--- src/rtl/pwm_pkg.sv ---
// Shared constants and types for the PWM generator and its duty ramp stage.
package pwm_pkg;

    localparam int unsigned DUTY_W = 8;
    localparam logic [DUTY_W-1:0] PHASE_MAX = 8'hFF;

    typedef logic [DUTY_W-1:0] duty_t;

    typedef enum logic {
        IDLE = 1'b0,
        RAMP = 1'b1
    } ramp_state_e;

endpackage

--- src/rtl/pwm_duty_ramp_if.sv ---
// Target-duty request handshake between a requester and the duty ramp stage.
interface pwm_duty_ramp_if;
    import pwm_pkg::*;

    duty_t tgt_duty;
    logic  tgt_valid;
    logic  tgt_ready;

    modport master (output tgt_duty, output tgt_valid, input tgt_ready);
    modport slave  (input tgt_duty, input tgt_valid, output tgt_ready);

endinterface

--- src/rtl/pwm_phase_counter.sv ---
// Free-running 8-bit PWM phase counter with a strobe in the last cycle of each period.
module pwm_phase_counter
    import pwm_pkg::*;
(
    input  logic  clk,
    input  logic  reset,
    output duty_t phase_q,
    output logic  boundary_c
);

    duty_t phase_d;

    always_comb begin
        phase_d = phase_q + DUTY_W'(1);
    end

    always_ff @(posedge clk) begin
        if (reset) phase_q <= '0;
        else       phase_q <= phase_d;
    end

    assign boundary_c = (phase_q == PHASE_MAX);

endmodule

--- src/rtl/pwm_duty_ramp.sv ---
// Slew-limits the PWM duty toward a requested target, updating only at period boundaries.
module pwm_duty_ramp
    import pwm_pkg::*;
#(
    parameter int unsigned STEP             = 1,
    parameter int unsigned PERIODS_PER_STEP = 4,
    parameter int unsigned DIV_W            = 16
) (
    input  logic           clk,
    input  logic           reset,
    input  logic           enable,
    pwm_duty_ramp_if.slave tgt_if,
    output duty_t          duty_out,
    output logic           period_start,
    output logic           ramp_busy,
    output logic           at_target
);

    localparam int unsigned SUM_W = DUTY_W + 1;
    localparam logic [SUM_W-1:0] STEP_W   = SUM_W'(STEP);
    localparam logic [DIV_W-1:0] DIV_LAST = DIV_W'(PERIODS_PER_STEP - 1);

    ramp_state_e      state_q, state_d;
    duty_t            duty_q, duty_d;
    duty_t            target_q, target_d;
    logic [DIV_W-1:0] div_cnt_q, div_cnt_d;
    logic             period_start_q, period_start_d;
    logic             ramp_busy_q, ramp_busy_d;
    logic             at_target_q, at_target_d;

    duty_t            phase;
    logic             boundary;
    logic [SUM_W-1:0] up_sum;
    logic [SUM_W-1:0] dn_gap;
    duty_t            stepped;

    pwm_phase_counter u_phase (
        .clk        (clk),
        .reset      (reset),
        .phase_q    (phase),
        .boundary_c (boundary)
    );

    assign tgt_if.tgt_ready = enable;

    // One clamped step toward target; 9-bit math so neither direction can wrap.
    always_comb begin
        up_sum = SUM_W'(duty_q) + STEP_W;
        dn_gap = SUM_W'(duty_q) - SUM_W'(target_q);
        if (target_q > duty_q) begin
            stepped = (up_sum >= SUM_W'(target_q)) ? target_q : up_sum[DUTY_W-1:0];
        end else begin
            stepped = (dn_gap <= STEP_W) ? target_q : DUTY_W'(SUM_W'(duty_q) - STEP_W);
        end
    end

    // Priority: disable at boundary, then accept, then a divider-gated step.
    always_comb begin
        state_d     = state_q;
        duty_d      = duty_q;
        target_d    = target_q;
        div_cnt_d   = div_cnt_q;
        at_target_d = 1'b0;

        if (!enable) begin
            if (boundary) begin
                duty_d    = '0;
                target_d  = '0;
                div_cnt_d = '0;
                state_d   = IDLE;
            end
        end else if (tgt_if.tgt_valid) begin
            target_d  = tgt_if.tgt_duty;
            div_cnt_d = '0;
            state_d   = (tgt_if.tgt_duty != duty_q) ? RAMP : IDLE;
        end else if ((state_q == RAMP) && boundary) begin
            if (div_cnt_q == DIV_LAST) begin
                div_cnt_d = '0;
                duty_d    = stepped;
                if (stepped == target_q) begin
                    state_d     = IDLE;
                    at_target_d = 1'b1;
                end
            end else begin
                div_cnt_d = div_cnt_q + DIV_W'(1);
            end
        end

        period_start_d = (phase == PHASE_MAX);
        ramp_busy_d    = (state_d == RAMP);
    end

    always_ff @(posedge clk) begin
        if (reset) begin
            state_q        <= IDLE;
            duty_q         <= '0;
            target_q       <= '0;
            div_cnt_q      <= '0;
            period_start_q <= 1'b0;
            ramp_busy_q    <= 1'b0;
            at_target_q    <= 1'b0;
        end else begin
            state_q        <= state_d;
            duty_q         <= duty_d;
            target_q       <= target_d;
            div_cnt_q      <= div_cnt_d;
            period_start_q <= period_start_d;
            ramp_busy_q    <= ramp_busy_d;
            at_target_q    <= at_target_d;
        end
    end

    assign duty_out     = duty_q;
    assign period_start = period_start_q;
    assign ramp_busy    = ramp_busy_q;
    assign at_target    = at_target_q;

endmodule

--- src/flat_wrapper.sv ---
// flat-port wrapper written by rule: the top's interface ports become plain ports
module pwm_duty_ramp_flat import pwm_pkg::*;
#(
    parameter int unsigned STEP             = 1,
    parameter int unsigned PERIODS_PER_STEP = 4,
    parameter int unsigned DIV_W            = 16
)
  (clk, reset, enable, duty_out, period_start, ramp_busy, at_target, tgt_if_tgt_duty, tgt_if_tgt_valid, tgt_if_tgt_ready);
  pwm_duty_ramp_if tgt_if_i ();
  input  logic clk;
  input  logic reset;
  input  logic enable;
  output duty_t duty_out;
  output logic period_start;
  output logic ramp_busy;
  output logic at_target;
  input wire logic [$bits(tgt_if_i.tgt_duty)-1:0] tgt_if_tgt_duty;
  input wire logic [$bits(tgt_if_i.tgt_valid)-1:0] tgt_if_tgt_valid;
  output wire logic [$bits(tgt_if_i.tgt_ready)-1:0] tgt_if_tgt_ready;
  assign tgt_if_i.tgt_duty = tgt_if_tgt_duty;
  assign tgt_if_i.tgt_valid = tgt_if_tgt_valid;
  assign tgt_if_tgt_ready = tgt_if_i.tgt_ready;
  pwm_duty_ramp #(.STEP(STEP), .PERIODS_PER_STEP(PERIODS_PER_STEP), .DIV_W(DIV_W)) u_core (.clk(clk), .reset(reset), .enable(enable), .tgt_if(tgt_if_i), .duty_out(duty_out), .period_start(period_start), .ramp_busy(ramp_busy), .at_target(at_target));
endmodule
--- config.mk ---
export PLATFORM = sky130hd
export DESIGN_NAME = pwm_duty_ramp_flat
export DESIGN_NICKNAME = d
export VERILOG_FILES = /design/src/rtl/pwm_pkg.sv /design/src/rtl/pwm_duty_ramp_if.sv /design/src/rtl/pwm_phase_counter.sv /design/src/rtl/pwm_duty_ramp.sv /design/src/flat_wrapper.sv
export SDC_FILE = /design/constraint.sdc
export NUM_CORES = 1
export LEC_CHECK = 0
export CORE_MARGIN = 2
export CORE_UTILIZATION = 50
export CTS_BUF_LIST = sky130_fd_sc_hd__clkbuf_8
export DETAILED_ROUTE_END_ITERATION = 8
export GPL_ROUTABILITY_DRIVEN = 0
export PLACE_DENSITY = 0.78
export SLEW_MARGIN = 25
export SYNTH_ARGS = -nofsm -noshare
export SYNTH_HDL_FRONTEND = slang
export SYNTH_SLANG_ARGS = --single-unit
--- constraint.sdc ---
create_clock -name clk -period 3.84 [get_ports clk]
set_clock_uncertainty 0.15 [all_clocks]
set_input_delay 1.152 -clock clk [delete_from_list [all_inputs] [get_ports clk]]
set_output_delay 1.152 -clock clk [all_outputs]
set_load 0.02 [all_outputs]
# Word-level counts from Yosys, hierarchy flattened
# Index checks and enable logic that the tools add are counted.
# Widths: inputs -> output; s select.
[totals]
regBits = 43
latchBits = 0
mem_bits_rw = 0
mem_bits_ro = 0
inputBits = 12
output_inout_bits = 12
elab_cells = 59
mem_count = 0
[op_classes]
addsub = 5
n_mul = 0
div_mod_pow = 0
n_lt_le_gt_ge = 3
n_eq_ne = 11
n_shift = 0
n_mux = 23
bitwise_logic = 3
n_reduce_logical = 7
[op_table]
columns = ["op", "count"]
rows = [
  ["$mux 16", 5],
  ["$mux 8", 10],
  ["$add 16x1->16 const B", 1],
  ["$eq 16x2->1 const B", 1],
  ["$add 8x1->9 const B", 1],
  ["$ge 9x8->1", 1],
  ["$le 9x1->1 const B", 1],
  ["$ne 3x1->1 const B", 3],
  ["$sub 8x8->9", 1],
  ["$add 8x1->8 const B", 1],
  ["$eq 8x8->1", 1],
  ["$eq 8x8->1 const B", 1],
  ["$gt 8x8->1", 1],
  ["$mux 1", 8],
  ["$ne 8x8->1", 1],
  ["$reduce_and 4->1", 2],
  ["$sub 8x1->8 const B", 1],
  ["$ne 2x1->1 const B", 3],
  ["$reduce_or 5->1", 1],
  ["$reduce_and 2->1", 2],
  ["$not 1->1", 3],
  ["$ne 2x2->1 const B", 1],
  ["$reduce_bool 2->1", 1],
  ["$logic_and 1x1->1", 1],
]

# Longest topological paths before layout
# Gate-level depths: netlist (run 1).
[depth]
depth_word = 10
mapped_depth = 14
depth_no_buf = 14

# Modules after synthesis
# A second synthesis (run 1) with hierarchy kept.
[unflattened]
hier_cells = 374
area_unflattened_um2 = 3045.4
[by_module_without_submodules]
columns = ["module", "n_inst", "cells_each", "area_each_um2", "seq_area_each_um2"]
rows = [
  ["pwm_duty_ramp", 1, 339, 2735.1, 700.7],
  ["pwm_phase_counter", 1, 35, 310.3, 160.2],
]

# Worst setup path after synthesis (run 1)
# No wires, ideal clock.
[synth_path]
path_type = "flip-flop to flip-flop"
startpoint = "register u_core.duty_q[1], in the netlist u_core.duty_out[1]"
endpoint = "register u_core.state_q"
setup_time_ps = 140
arrival_ps = 3227
required_time_ps = 3550
setup_slack_ps = 322
path_stages_with_launch = 15
path_buffers = 0
period_less_slack_ps = 3518
cell_sequence = "dfxtp_1 ha_1 nand3_1 nor2_1 xnor2_1 inv_1 ha_1 o21a_1 a21oi_1 o21ai_0 a211oi_4 a311o_2 a21oi_2 a2111oi_4 a41oi_1"
[synth_via]
elab_chain_cells = 7
word_cells_on_any_way = 16
cone_classes = "add/sub (3); order compare (3); eq/ne (3); mux (6); reduce/logical (1)"
[synth_lines]
columns = ["element", "line_no", "text"]
rows = [
  ["start, declared", "pwm_duty_ramp.sv:24", "duty_t duty_q, duty_d;"],
  ["start signal, assigned", "pwm_duty_ramp.sv:104", "duty_q <= duty_d;"],
  ["$sub 8x8->9 / $add 8x1->9 (equally long branches)", "pwm_duty_ramp.sv:49, pwm_duty_ramp.sv:48", ""],
  ["$le 9x1->1 / $ge 9x8->1 (equally long branches)", "pwm_duty_ramp.sv:53, pwm_duty_ramp.sv:51", ""],
  ["$mux 8 (on tied branches)", "pwm_duty_ramp.sv:53, pwm_duty_ramp.sv:51", ""],
  ["$mux 8", "pwm_duty_ramp.sv:50", "if (target_q > duty_q) begin"],
  ["$eq 8x8->1", "pwm_duty_ramp.sv:80", "if (stepped == target_q) begin"],
  ["$ne 3x1->1 (no source line)", "--", ""],
  ["$reduce_and 4->1 (no source line)", "--", ""],
  ["end signal, assigned", "pwm_duty_ramp.sv:103", "state_q <= state_d;"],
  ["end, declared", "pwm_duty_ramp.sv:23", "ramp_state_e state_q, state_d;"],
]
# Parallel ways exist; a longest one is shown, timed or not.
# A chain may end at the register's enable or synchronous reset.

# Worst setup path in the final report (run 1)
[layout_path]
startpoint = "input port enable"
endpoint = "output port tgt_if_tgt_ready"
[layout_lines]
columns = ["element", "line_no", "text"]
rows = [
  ["start, declared", "flat_wrapper.sv:12", "input logic enable;"],
  ["end, declared", "flat_wrapper.sv:19", "output wire logic [$bits(tgt_if_i.tgt_ready)-1:0] tgt_if_tgt_ready;"],
]
# No word-level cell between the ends.

==> impl_results.rst, run 1 <==
.. list-table::
   :header-rows: 1

   * - Metric
     - Value
   * - Number of nets produced by synthesis
     - 385
   * - Crit path buf inv count
     - 2
   * - Max Buffers Root-to-Sink
     - 2
   * - Share of cells above drive strength 1
     - 9.763%
   * - Violation count after the first detailed-routing iteration
     - 205
   * - Number of vias in the routed layout
     - 2,659
   * - Cells on Worst Hold Path
     - 1
   * - I/O Pins
     - 24
   * - Vias in the first global route
     - 2,404
   * - Global route total overflow
     - 0
   * - Sequential area share after synthesis
     - 28.91%
   * - Floorplan die height
     - 81.18 um
   * - Detailed-route wire length
     - 6795 um
   * - Setup TNS
     - 0 ns
   * - Slowest library cell on the worst path
     - sky130_fd_sc_hd__clkdlybuf4s50_1
   * - Final slew viol count
     - 0
   * - Post-synthesis cell type with the largest combined area
     - sky130_fd_sc_hd__dfxtp_1
   * - Critical hold path startpoint
     - u_core.u_phase.phase_q[0]
   * - Synth Register Bits
     - 43
   * - Largest net degree at the start of global routing
     - 17
   * - Distinct cells, synth
     - 68
   * - Overall Global Routing Usage
     - 21.99%
   * - Crit-path max cell delay
     - 0.64 ns
   * - Post-synth EDFFs
     - 0
   * - Lkg Pwr
     - 1.375 nW
   * - Post-route clock period utilization
     - 95.18%
   * - Synthesized instance count
     - 352
   * - Final critical-path required period
     - 3.655 ns
   * - Average vias per placed instance
     - 5.857
   * - Hold Buf Count CTS
     - 0
   * - Input/output buffers
     - 23
   * - Synthesized area
     - 2978 sq um
   * - Initial antenna violation count
     - 0
   * - Post-synth top flop
     - sky130_fd_sc_hd__dfxtp_1
   * - Element type at the critical path start
     - input pin
   * - Inserted Clock Buffers
     - 5
   * - Class of the worst hold path
     - register to register
   * - Total core area
     - 5851 sq um
   * - Slew at the pin closest to its max-slew limit
     - 0.8369 ns
   * - Result of the run
     - finished clean
   * - Final hold slack
     - 0.3023 ns
   * - DRC violation count after routing
     - 0
   * - Half-perimeter wire length of the detailed placement result
     - 5139 um
   * - Cell class contributing the biggest share of worst-path delay
     - buffers and inverters
   * - Data arrival time of the critical path
     - 2.35 ns
   * - ANT nets after route
     - 0
   * - Endpoint required time on the critical path
     - 2.54 ns
   * - Clock latency reported for the late side of the worst-skew pair
     - 0.29 ns
   * - Antenna cell count
     - 0
   * - Total non-filler cell area in the finished layout
     - 3416 sq um
   * - Synth warn
     - 0
   * - Per-cell routed wire length
     - 14.97 um
   * - Number of endpoints with negative hold slack in the final report
     - 0
   * - Clock-pin slew on the worst setup and hold paths
     - 0.09 ns
   * - Drt pass-1 iters
     - 5
   * - Startpoint of the worst register-to-register path
     - u_core.duty_out[0]
   * - Async SR Flop Fraction
     - 0%
   * - End of the worst register-to-register path
     - u_core.at_target
   * - Max Clk Rate
     - 273.6 MHz
   * - Fraction of synthesized cell area taken by the top area cell type
     - 28.91%
   * - Cell type with the highest occurrence count on the critical path
     - sky130_fd_sc_hd__clkdlybuf4s50_1
   * - PD cells
     - 284.2 nW/um^2
   * - Remaining max-slew budget at the tightest pin
     - 43.87%
   * - Worst setup EP type
     - output port
   * - Number of rows in the core area
     - 28
   * - Worst hold path endpoint
     - u_core.u_phase.phase_q[0]
   * - First-pass GRT wire length
     - 11,390 um
   * - Synth area leaders
     - sky130_fd_sc_hd__dfxtp_1, sky130_fd_sc_hd__xor2_1, sky130_fd_sc_hd__ha_1, sky130_fd_sc_hd__nor2_1, sky130_fd_sc_hd__xnor2_1
   * - Area of the die
     - 6589 sq um
   * - Layout-stage area growth over the synthesis result
     - 14.71%
   * - Horizontal extent of the die
     - 81.18 um
   * - Maximum fanout encountered on the critical timing path
     - 7
   * - Area post-placement
     - 3293 sq um
   * - CTS tree
     - done
   * - Final setup violation count
     - 0
   * - Internal reg-to-reg setup slack
     - 0.25 ns
   * - Count of cells along the worst register-to-register path
     - 14
   * - CTS Sinks
     - 43
   * - Crit path cell chain
     - clkdlybuf4s50_1 > clkdlybuf4s50_1
   * - Unrepaired setup endpoints after global routing
     - no
   * - Max-cap viol count
     - 0
   * - Level count of the clock H-tree
     - 2
   * - Avg Cell Area, Syn
     - 8.460 sq um
   * - Peak ir drop on the vdd network
     - 203.5 uV
   * - Root cell of the clock tree
     - sky130_fd_sc_hd__clkbuf_8
   * - Number of nets in the finished design
     - 411
   * - Initial standard-cell utilization of the core
     - 50.90%
   * - Worst setup path category
     - input pin to output port
Yosys cell counts, types with 4 or more instances:
cell / instances
sky130_fd_sc_hd__nor2_1: 42
sky130_fd_sc_hd__nor4_1: 6
sky130_fd_sc_hd__clkbuf_1: 8
sky130_fd_sc_hd__a32o_1: 4
sky130_fd_sc_hd__dfxtp_1: 43
sky130_fd_sc_hd__nor3_1: 5
sky130_fd_sc_hd__a21o_1: 5
sky130_fd_sc_hd__nand2_1: 23
sky130_fd_sc_hd__xor2_1: 30
sky130_fd_sc_hd__and3_1: 4
sky130_fd_sc_hd__a21oi_1: 13
sky130_fd_sc_hd__o211ai_1: 4
sky130_fd_sc_hd__nand3_1: 21
sky130_fd_sc_hd__xnor2_1: 16
sky130_fd_sc_hd__nand4_1: 5
sky130_fd_sc_hd__a22oi_1: 8
sky130_fd_sc_hd__ha_1: 20
sky130_fd_sc_hd__o21ai_0: 8
sky130_fd_sc_hd__inv_1: 17
power breakdown:
part	internal, mW	total [mW]	leakage (nW)	switching (mW)
logic	0.0948	0.214	0.985	0.119
registers	0.454	0.464	0.349	0.00961
clock network	0.130	0.293	0.0408	0.163
total	0.679	0.971	1.37	0.292
placed cells by master (no fill, tap or decap), types with 13 or more instances in the layout:
cell type and instances:
sky130_fd_sc_hd__nand3_1 21, sky130_fd_sc_hd__clkdlybuf4s50_1 23, sky130_fd_sc_hd__a21oi_1 13, sky130_fd_sc_hd__nand2_1 23
sky130_fd_sc_hd__xnor2_1 16, sky130_fd_sc_hd__inv_1 17, sky130_fd_sc_hd__xor2_1 30, sky130_fd_sc_hd__dfxtp_1 41
sky130_fd_sc_hd__ha_1 20, sky130_fd_sc_hd__nor2_1 42
sequential cells by signal (all words and copies together), names as in the netlist:
signal                  cells
u_core.at_target            1
u_core.target_q             8
u_core.period_start         1
u_core.u_phase.phase_q      8
u_core.duty_out             8
u_core.div_cnt_q           16
u_core.state_q              1
timing repair:
action / CTS / global route
setup endpoints to repair: 0 / 5
buffers inserted: 0 / 1
resized for setup: 0 / 3
kinds of logic (layout without fill, tap and decap cells):
| family | after synthesis | count (layout) | share of synthesized area (%) |
|---|---|---|---|
| compound gates | 77 | 78 | 20.88 |
| xor+xnor | 46 | 46 | 13.53 |
| fa+ha+maj | 21 | 21 | 9.076 |
| buf+inv | 30 | 56 | 4.201 |
| flops | 43 | 43 | 28.91 |
| mux | 3 | 3 | 1.050 |
| simple gates | 132 | 132 | 22.35 |
worst max-delay path by stage:
stage	start	endpoint	slack, ns	cells after the start
floorplan	u_core.duty_out[1]	u_core.state_q	0.32	14
finish	enable	tgt_if_tgt_ready	0.19	2
detailed placement	u_core.duty_out[0]	u_core.state_q	0.12	14
global placement	enable	tgt_if_tgt_ready	0.21	2
CTS	u_core.duty_out[0]	u_core.at_target	0.06	14
global route	u_core.target_q[0]	u_core.state_q	0.008	11
per-stage QoR:
step	setup WS, ns	util [%]	total power [mW]	instances
floorplan	0.3223	-	0.6256	352
global placement	0.2097	56.29	0.6712	444
detailed placement	0.1228	56.29	0.6762	444
CTS	0.05925	57.87	0.9674	452
global route	0.008176	58.38	1.017	454
finish	0.1852	58.38	0.9707	454
final cells by class:
| class | instances | area, sq um |
|---|---|---|
| clock buffer | 5 | 68.82 |
| inverter | 17 | 63.81 |
| multi-input combinational | 280 | 2012 |
| clock inverter | 3 | 23.77 |
| fill | 531 | 2435 |
| timing repair buffer | 31 | 290.3 |
| tap | 75 | 93.84 |
| sequential | 43 | 863.3 |
layer usage:
| metal | GRT usage (%) | vias to the layer above | wire, um | part of all wire [%] |
|---|---|---|---|---|
| met5 | 0 | - | 0 | 0 |
| met4 | 5.424 | 0 | 65 | 0.96 |
| met3 | 3.333 | 8 | 377 | 5.5 |
| met2 | 35.45 | 77 | 3123 | 46 |
| met1 | 30.77 | 1249 | 3228 | 48 |
| li1 | - | 1325 | - | - |
(Power assumes the default switching activity.)
==> run 2, diff against run 1 <==
Settings changed: CORE_UTILIZATION 50 to 45, PLACE_DENSITY 0.78 to 0.72, RECOVER_POWER from default to 100.
==> impl_results.rst, run 2 (synthesis gave the netlist of run 1 again) <==
.. list-table::
   :header-rows: 1

   * - Metric
     - Value
   * - Result of the run
     - finished clean
   * - Number of nets in the finished design
     - 409 (-0.49%)
   * - Largest register by flop count
     - u_core.div_cnt_q
   * - Clock-pin slew on the worst setup and hold paths
     - 0.08 ns (about the same)
   * - Maximum fanout encountered on the critical timing path
     - 7 (unchanged)
   * - Cells on Worst Hold Path
     - 1 (unchanged)
   * - Total core area
     - 6386 sq um (+9.2%)
   * - Violation count after the first detailed-routing iteration
     - 177 (-14%)
   * - Inserted Clock Buffers
     - 5 (unchanged)
   * - Final critical-path required period
     - 3.720 ns (+0.06475 ns)
   * - CTS tree
     - done
   * - Vias in the first global route
     - 2,519 (+4.8%)
   * - Root cell of the clock tree
     - sky130_fd_sc_hd__clkbuf_8
   * - Internal reg-to-reg setup slack
     - 0.28 ns (+0.03 ns)
   * - Number of vias in the routed layout
     - 2,650 (-0.34%)
   * - Largest net degree at the start of global routing
     - 17 (unchanged)
   * - Element type at the critical path start
     - input pin
   * - Lkg Pwr
     - 1.395 nW (+1.5%)
   * - Detailed-route wire length
     - 6800 um (about the same)
   * - Per-cell routed wire length
     - 14.98 um (about the same)
   * - End of the worst register-to-register path
     - u_core.at_target
   * - Class of the worst hold path
     - register to register
   * - DRC violation count after routing
     - 0 (unchanged)
   * - Crit path cell chain
     - dlygate4sd3_1 > clkdlybuf4s50_1
   * - Endpoint required time on the critical path
     - 2.54 ns (about the same)
   * - Count of cells along the worst register-to-register path
     - 13 (-1)
   * - Slowest library cell on the worst path
     - sky130_fd_sc_hd__clkdlybuf4s50_1
   * - Critical hold path startpoint
     - u_core.u_phase.phase_q[0]
   * - Cell class contributing the biggest share of worst-path delay
     - buffers and inverters
   * - Peak ir drop on the vdd network
     - 251.6 uV (+24%)
   * - Initial antenna violation count
     - 0 (unchanged)
   * - Number of rows in the core area
     - 29 (+3.6%)
   * - Startpoint of the worst register-to-register path
     - u_core.duty_out[4]
   * - Share of cells above drive strength 1
     - 7.692% (-2.1 points)
   * - Antenna cell count
     - 0 (unchanged)
   * - Layout-stage area growth over the synthesis result
     - 12.98%
   * - Data arrival time of the critical path
     - 2.42 ns (+0.07 ns)
   * - Max-cap viol count
     - 0 (unchanged)
   * - Max Buffers Root-to-Sink
     - 2 (unchanged)
   * - Slew at the pin closest to its max-slew limit
     - 0.7526 ns (-0.08433 ns)
   * - Input/output buffers
     - 23 (unchanged)
   * - Clock latency reported for the late side of the worst-skew pair
     - 0.29 ns (about the same)
   * - Horizontal extent of the die
     - 85.35 um (+5.1%)
   * - Max Clk Rate
     - 268.9 MHz (-1.7%)
   * - Unrepaired setup endpoints after global routing
     - no
   * - Half-perimeter wire length of the detailed placement result
     - 5326 um (+3.6%)
   * - Floorplan die height
     - 85.35 um (+5.1%)
   * - Total power of the final layout
     - 0.9470 mW (-2.4%)
   * - Worst slack at placement
     - 0.2023 ns (+0.07953 ns)
   * - PD cells
     - 281.5 nW/um^2 (-0.95%)
   * - Worst setup path category
     - input pin to output port
   * - Worst setup EP type
     - output port
   * - ANT nets after route
     - 0 (unchanged)
   * - Overall Global Routing Usage
     - 19.42% (-2.6 points)
   * - Area of the die
     - 7284 sq um (+11%)
   * - Global route total overflow
     - 0 (unchanged)
   * - Worst hold path endpoint
     - u_core.u_phase.phase_q[0]
   * - CTS Sinks
     - 43 (unchanged)
   * - Area post-placement
     - 3288 sq um (-0.15%)
   * - Drt pass-1 iters
     - 4 (-1)
   * - Final setup margin
     - 0.1205 ns (-0.06475 ns)
   * - Crit path buf inv count
     - 2 (unchanged)
   * - Post-route clock period utilization
     - 96.86% (+1.7 points)
   * - Level count of the clock H-tree
     - 2 (unchanged)
   * - Final setup violation count
     - 0 (unchanged)
   * - I/O Pins
     - 24 (unchanged)
   * - Average vias per placed instance
     - 5.837 (-0.34%)
   * - Setup TNS
     - 0 ns (unchanged)
   * - First-pass GRT wire length
     - 11,610 um (+1.9%)
   * - Initial standard-cell utilization of the core
     - 46.63% (-4.3 points)
   * - Highest-count cells in the layout ignoring fill and taps
     - sky130_fd_sc_hd__nor2_1, sky130_fd_sc_hd__dfxtp_1, sky130_fd_sc_hd__xor2_1
   * - Remaining max-slew budget at the tightest pin
     - 49.83% (+6.0 points)
   * - Crit path launch
     - enable
   * - Total non-filler cell area in the finished layout
     - 3364 sq um (-1.5%)
   * - Crit-path max cell delay
     - 0.64 ns (about the same)
   * - Final slew viol count
     - 0 (unchanged)
   * - Number of endpoints with negative hold slack in the final report
     - 0 (unchanged)
   * - Final hold slack
     - 0.3177 ns (+0.01534 ns)
   * - Max FFs per register
     - 16 (unchanged)
[run 2: worst max-delay path by stage]
stage	endpoint	slack, ns	cells past startpoint
floorplan	u_core.state_q	0.32	14
global placement	tgt_if_tgt_ready	0.21	2
detailed placement	u_core.at_target	0.20	14
CTS	u_core.at_target	0.18	14
global route	u_core.state_q	0.03	11
finish	tgt_if_tgt_ready	0.12	2
[run 2: area by class of cell]
class | instances | area, sq um
fillers | 633 | 3022
multi-input cells | 279 | 1984
flip-flops and latches | 43 | 862.1
repair buffers | 30 | 272.8
well taps | 77 | 96.34
clock buffers | 5 | 68.82
inverters | 17 | 63.81
clock inverters | 3 | 16.27
[run 2: where the power goes]
group / leakage [nW] / internal [mW] / switching [mW]
Clock: 0.0453 / 0.125 / 0.154
Sequential: 0.349 / 0.454 / 0.0101
Combinational: 1.00 / 0.0894 / 0.115
[run 2: layer usage]
metal  vias to the layer above  wire length, um  GRT usage [%]
met1                      1254             3263          26.63
met3                         6              373          2.432
met5                         -                0              0
li1                       1317                -              -
met2                        73             3099          32.24
met4                         0               64          5.195
[run 2: timing repair]
| action | 4_1_cts | 5_1_grt |
|---|---|---|
| resized for setup | 0 | 1 |
| endpoints found under the setup margin | 0 | 7 |
| hold buffers | 0 | 0 |
| buffers inserted | 0 | 1 |
[run 2: metrics by stage]
stage / util (%) / instances
floorplan: - / 352
global placement: 51.49 / 445
detailed placement: 51.49 / 445
CTS: 52.82 / 453
global route: 52.68 / 454
finish: 52.68 / 454
==> run 3, diff against run 2 <==
Settings changed: DONT_BUFFER_PORTS from default to 1, PLACE_DENSITY 0.72 to 0.68.
==> impl_results.rst, run 3 (synthesis gave the netlist of run 1 again) <==
.. list-table::
   :header-rows: 1

   * - Metric
     - Value
   * - Result of the run
     - finished clean
   * - Floorplan die height
     - 85.35 um (unchanged)
   * - Share of cells above drive strength 1
     - 8.357% (+0.66 points)
   * - Fill cell count
     - 625 (-1.3%)
   * - Number of vias in the routed layout
     - 2,590 (-2.3%)
   * - Global route total overflow
     - 0 (unchanged)
   * - Layout-stage area growth over the synthesis result
     - 6.218%
   * - Cells on Worst Hold Path
     - 1 (unchanged)
   * - Most frequent standard cell in the layout excluding fill and tap cells
     - sky130_fd_sc_hd__dfxtp_1
   * - CTS Sinks
     - 43 (unchanged)
   * - Antenna cell count
     - 0 (unchanged)
   * - Class of the worst hold path
     - register to register
   * - Crit-path max cell delay
     - 0.53 ns (-0.11 ns)
   * - Lkg Pwr
     - 1.293 nW (-7.3%)
   * - Hold Buf Count CTS
     - 0 (unchanged)
   * - Detailed-route wire length
     - 6834 um (+0.50%)
   * - DRC violation count after routing
     - 0 (unchanged)
   * - Level count of the clock H-tree
     - 2 (unchanged)
   * - Final standard cell count with taps included and fillers excluded
     - 436 (-4.0%)
   * - Average vias per placed instance
     - 5.940 (+1.8%)
   * - Highest-count cells in the layout ignoring fill and taps
     - sky130_fd_sc_hd__dfxtp_1, sky130_fd_sc_hd__nor2_1, sky130_fd_sc_hd__xor2_1
   * - Data arrival time of the critical path
     - 3.61 ns (+1.19 ns)
   * - Area post-placement
     - 3103 sq um (-5.6%)
   * - Worst slack at placement
     - 0.2788 ns (+0.07643 ns)
   * - Storage element area
     - 860.8 sq um (-0.15%)
   * - Drt pass-1 iters
     - 4 (unchanged)
   * - Peak ir drop on the vdd network
     - 247.0 uV (-1.8%)
   * - Remaining max-slew budget at the tightest pin
     - 41.57% (-8.3 points)
   * - Worst hold path endpoint
     - u_core.u_phase.phase_q[0]
   * - Setup TNS
     - 0 ns (unchanged)
   * - Post-route clock period utilization
     - 92.97% (-3.9 points)
   * - Number of endpoints with negative hold slack in the final report
     - 0 (unchanged)
   * - Worst setup path category
     - register to register
   * - CTS tree
     - done
   * - Final hold slack
     - 0.2963 ns (-0.02136 ns)
   * - Final setup margin
     - 0.2701 ns (+0.1496 ns)
   * - Endpoint required time on the critical path
     - 3.88 ns (+1.34 ns)
   * - End of the worst register-to-register path
     - u_core.at_target
   * - Initial antenna violation count
     - 0 (unchanged)
   * - Crit path buf inv count
     - 3 (+1)
   * - Clock latency reported for the late side of the worst-skew pair
     - 0.29 ns (about the same)
   * - Inserted Clock Buffers
     - 5 (unchanged)
   * - Internal reg-to-reg setup slack
     - 0.27 ns (about the same)
   * - Slew at the pin closest to its max-slew limit
     - 0.8712 ns (+0.1187 ns)
   * - Element type at the critical path start
     - register
   * - Total area of multi-input combinational cells
     - 1992 sq um (+0.38%)
   * - Unrepaired setup endpoints after global routing
     - no
   * - Violation count after the first detailed-routing iteration
     - 137 (-23%)
   * - Overall Global Routing Usage
     - 19.57% (+0.15 points)
   * - Final setup violation count
     - 0 (unchanged)
   * - Crit path cell chain
     - clkbuf_2 > inv_1 > ha_1 > inv_1 > fa_1 > a21o_1 > or4b_1 > a21oi_1 > a211oi_1 > o31ai_4 > o221ai_1 > a31o_1 > and4_1
   * - PD cells
     - 288.9 nW/um^2 (+2.6%)
   * - Root cell of the clock tree
     - sky130_fd_sc_hd__clkbuf_8
   * - Initial standard-cell utilization of the core
     - 46.63% (unchanged)
   * - Critical hold path startpoint
     - u_core.u_phase.phase_q[0]
   * - Worst setup EP type
     - register
   * - Largest net degree at the start of global routing
     - 21 (+4)
   * - Half-perimeter wire length of the detailed placement result
     - 5395 um (+1.3%)
   * - Cell class contributing the biggest share of worst-path delay
     - compound AO/OA/AOI/OAI gates
   * - Max Clk Rate
     - 280.1 MHz (+4.2%)
   * - Largest register by flop count
     - u_core.div_cnt_q
   * - First-pass GRT wire length
     - 11,560 um (-0.41%)
   * - Cell type with the highest occurrence count on the critical path
     - sky130_fd_sc_hd__inv_1
   * - Max-cap viol count
     - 0 (unchanged)
   * - I/O Pins
     - 24 (unchanged)
   * - Vias in the first global route
     - 2,444 (-3.0%)
   * - Final critical-path required period
     - 3.570 ns (-0.1496 ns)
   * - Max FFs per register
     - 16 (unchanged)
   * - Total non-filler cell area in the finished layout
     - 3163 sq um (-6.0%)
   * - Slowest library cell on the worst path
     - sky130_fd_sc_hd__o31ai_4
   * - Final slew viol count
     - 0 (unchanged)
   * - Placed cell count
     - 428 (-3.8%)
   * - Number of nets in the finished design
     - 391 (-4.4%)
   * - Count of cells along the worst register-to-register path
     - 13 (unchanged)
   * - Number of rows in the core area
     - 29 (unchanged)
   * - Per-cell routed wire length
     - 15.67 um (+4.6%)
   * - Total core area
     - 6386 sq um (unchanged)
   * - Max Buffers Root-to-Sink
     - 2 (unchanged)
   * - Input/output buffers
     - 0 (-100%)
   * - ANT nets after route
     - 0 (unchanged)
   * - Maximum fanout encountered on the critical timing path
     - 10 (+3)
   * - Clock-pin slew on the worst setup and hold paths
     - 0.08 ns (about the same)
   * - Area of the die
     - 7284 sq um (unchanged)
   * - Startpoint of the worst register-to-register path
     - u_core.duty_out[0]
   * - Horizontal extent of the die
     - 85.35 um (unchanged)
-- run 3: cell types whose count changed in the layout (fill, tap and decap cells not counted), sizes merged --
cell,delta
buf,+2
inv,+1
dlygate4sd3,-13
clkinvlp,-1
clkbuf,+3
clkdlybuf4s50,-10
-- run 3: cell type report --
class / count / share of cell area (%)
multi-input combinational: 279 / 62.97
sequential: 43 / 27.22
tap: 77 / 3.046
clock buffer: 5 / 2.176
timing repair buffer: 12 / 2.176
inverter: 17 / 2.017
clock inverter: 3 / 0.3956
-- run 3: timing repair --
action	CTS	global route
setup buffers	0	0
setup endpoints to repair	0	2
resized for setup	0	1
-- run 3: how the worst max path moves through the flow --
stage,from,to,slack [ns],cells past startpoint
final,u_core.duty_out[0],u_core.at_target,0.27,13
after detailed placement,u_core.duty_out[0],u_core.state_q,0.28,13
after global placement,u_core.duty_out[0],u_core.at_target,0.34,13
after floorplan,u_core.duty_out[1],u_core.state_q,0.32,14
after global routing,u_core.duty_out[0],u_core.at_target,0.02,13
after CTS,u_core.duty_out[0],u_core.state_q,0.25,13
-- run 3: power by group --
group | internal [mW] | switching, mW | leakage [nW]
registers | 0.454 | 0.0115 | 0.348
clock network | 0.122 | 0.141 | 0.0505
logic | 0.0776 | 0.107 | 0.894
total | 0.654 | 0.260 | 1.29
-- run 3: per-layer routing --
metal / vias to the layer above / track usage [%] / routed length, um / share of wire [%]
met4: 0 / 6.061 / 127 / 1.9
li1: 1276 / - / - / -
met1: 1248 / 26.11 / 3164 / 46
met2: 57 / 31.61 / 3136 / 46
met3: 9 / 4.280 / 406 / 5.9
met5: - / 0 / 0 / 0
-- run 3: stage by stage --
stage | total power [mW] | utilization, %
finish | 0.9137 | 49.53
global route | 0.9585 | 49.53
CTS | 0.9210 | 49.86
detailed placement | 0.6584 | 48.59
global placement | 0.6534 | 48.59
floorplan | 0.6256 | -
==> variant: new RTL, flow settings as in run 2 <==
Reset style: asynchronous (`reset`), changed in 2 clocked blocks.
--- a/src/rtl/pwm_phase_counter.sv
+++ b/src/rtl/pwm_phase_counter.sv
@@ -16,3 +16,3 @@
 
-    always_ff @(posedge clk) begin
+    always_ff @(posedge clk or posedge reset) begin
         if (reset) phase_q <= '0;
--- a/src/rtl/pwm_duty_ramp.sv
+++ b/src/rtl/pwm_duty_ramp.sv
@@ -92,3 +92,3 @@
 
-    always_ff @(posedge clk) begin
+    always_ff @(posedge clk or posedge reset) begin
         if (reset) begin
Check against the original RTL: differs if reset is asserted again (counterexample within 4 cycles, from zero or initial values and one cycle with reset high); with reset held inactive, the same outputs for 10 cycles.
==> variant against run 2 <==
- sequential share of layout area grew 5.2 points
- sequential cell count is the same
- final cell count shrank 0.88%
- final area grew 3.8%
- largest power group unchanged
- routed wire length grew 4.4%
- count of clock-buffer cells in the layout is the same
- first-iteration DRC count grew 54%
- global-route usage grew 0.93 points
- area after synthesis grew 3.4%
- sequential power grew 4.7%
- power grew 0.40%
- setup slack gained 0.055 ns
==> variant: results (changes against run 2) <==
HPWL after DPL=5340 microns (was 5330 microns); Synth Net Count=373 (was 385); met2 Resource Use GR=0.322 (about the same); post-synthesis mux area share=0.0138 (was 0.0105); Nets=402 (was 409); Synth area leaders=dfrtp_1, ha_1, xnor2_1 (was dfxtp_1, xor2_1, ha_1); met3 GRT Util=0.0314 (was 0.0243); via count=2,668 (was 2,650); Synth Area in XOR/XNOR=0.148 (was 0.135); Avg Synthesized Cell Area=9.05 sq um (was 8.46 sq um); CP max stage delay=0.67 ns (was 0.64 ns); met1 WL=3300 microns (was 3260 microns); Final Non-Filler Cells=450 (was 454); Placed Area=0.00343 sq mm (was 0.00329 sq mm); metal2 WL=3240 microns (was 3100 microns); # fillers=597 (was 633); share of layout cells above drive strength 1=0.0703 (was 0.0769); status=complete, no violations (unchanged); top_reg_cell synth=dfrtp_1 (was dfxtp_1); placed cells=442 (was 445); DRT Pass-1 Iters=6 (was 4); WL met3=380 microns (was 373 microns); DP Worst Slack=0.316 ns (was 0.202 ns); number of global-route vias before repair=2,568 (was 2,519); wire per inst=15.8 microns (was 15.0 microns); synth unique cells=54 (was 68); Synth Area in Adders=0.0878 (was 0.0908); first-pass GRT wire length=12,100 microns (was 11,600 microns); GR Util met1=0.288 (was 0.266); critical-path maximum fanout=2 (was 7); top cells by count, synth=dfrtp_1, nor2_1, xnor2_1 (was dfxtp_1, nor2_1, xor2_1); Internal Power=0.672 mW (was 0.668 mW); Tot Pwr=0.951 mW (was 0.947 mW); Comb. pwr=0.186 mW (was 0.205 mW)
[variant: final cells by class]
class | count | area [sq um] | area share
multi-input combinational | 269 | 1870 | 0.536
sequential | 43 | 1080 | 0.308
timing repair buffer | 33 | 297 | 0.0849
tap | 80 | 100 | 0.0287
clock buffer | 5 | 68.8 | 0.0197
inverter | 17 | 63.8 | 0.0183
clock inverter | 3 | 16.3 | 0.00466
[variant: final timing paths]
| path | start | endpoint | slack (ns) | cells after the start |
|---|---|---|---|---|
| min reg2reg | u_core.u_phase.phase_q[7] | u_core.u_phase.phase_q[7] | 0.33 | 1 |
| max | enable | tgt_if_tgt_ready | 0.18 | 2 |
| max reg2reg | u_core.duty_out[1] | u_core.duty_out[0] | 0.33 | 11 |
| min in group asynchronous | reset | u_core.target_q[2] | 1.47 | 3 |
| min | u_core.u_phase.phase_q[7] | u_core.u_phase.phase_q[7] | 0.33 | 1 |
| max in group asynchronous | reset | u_core.duty_out[7] | 1.43 | 3 |
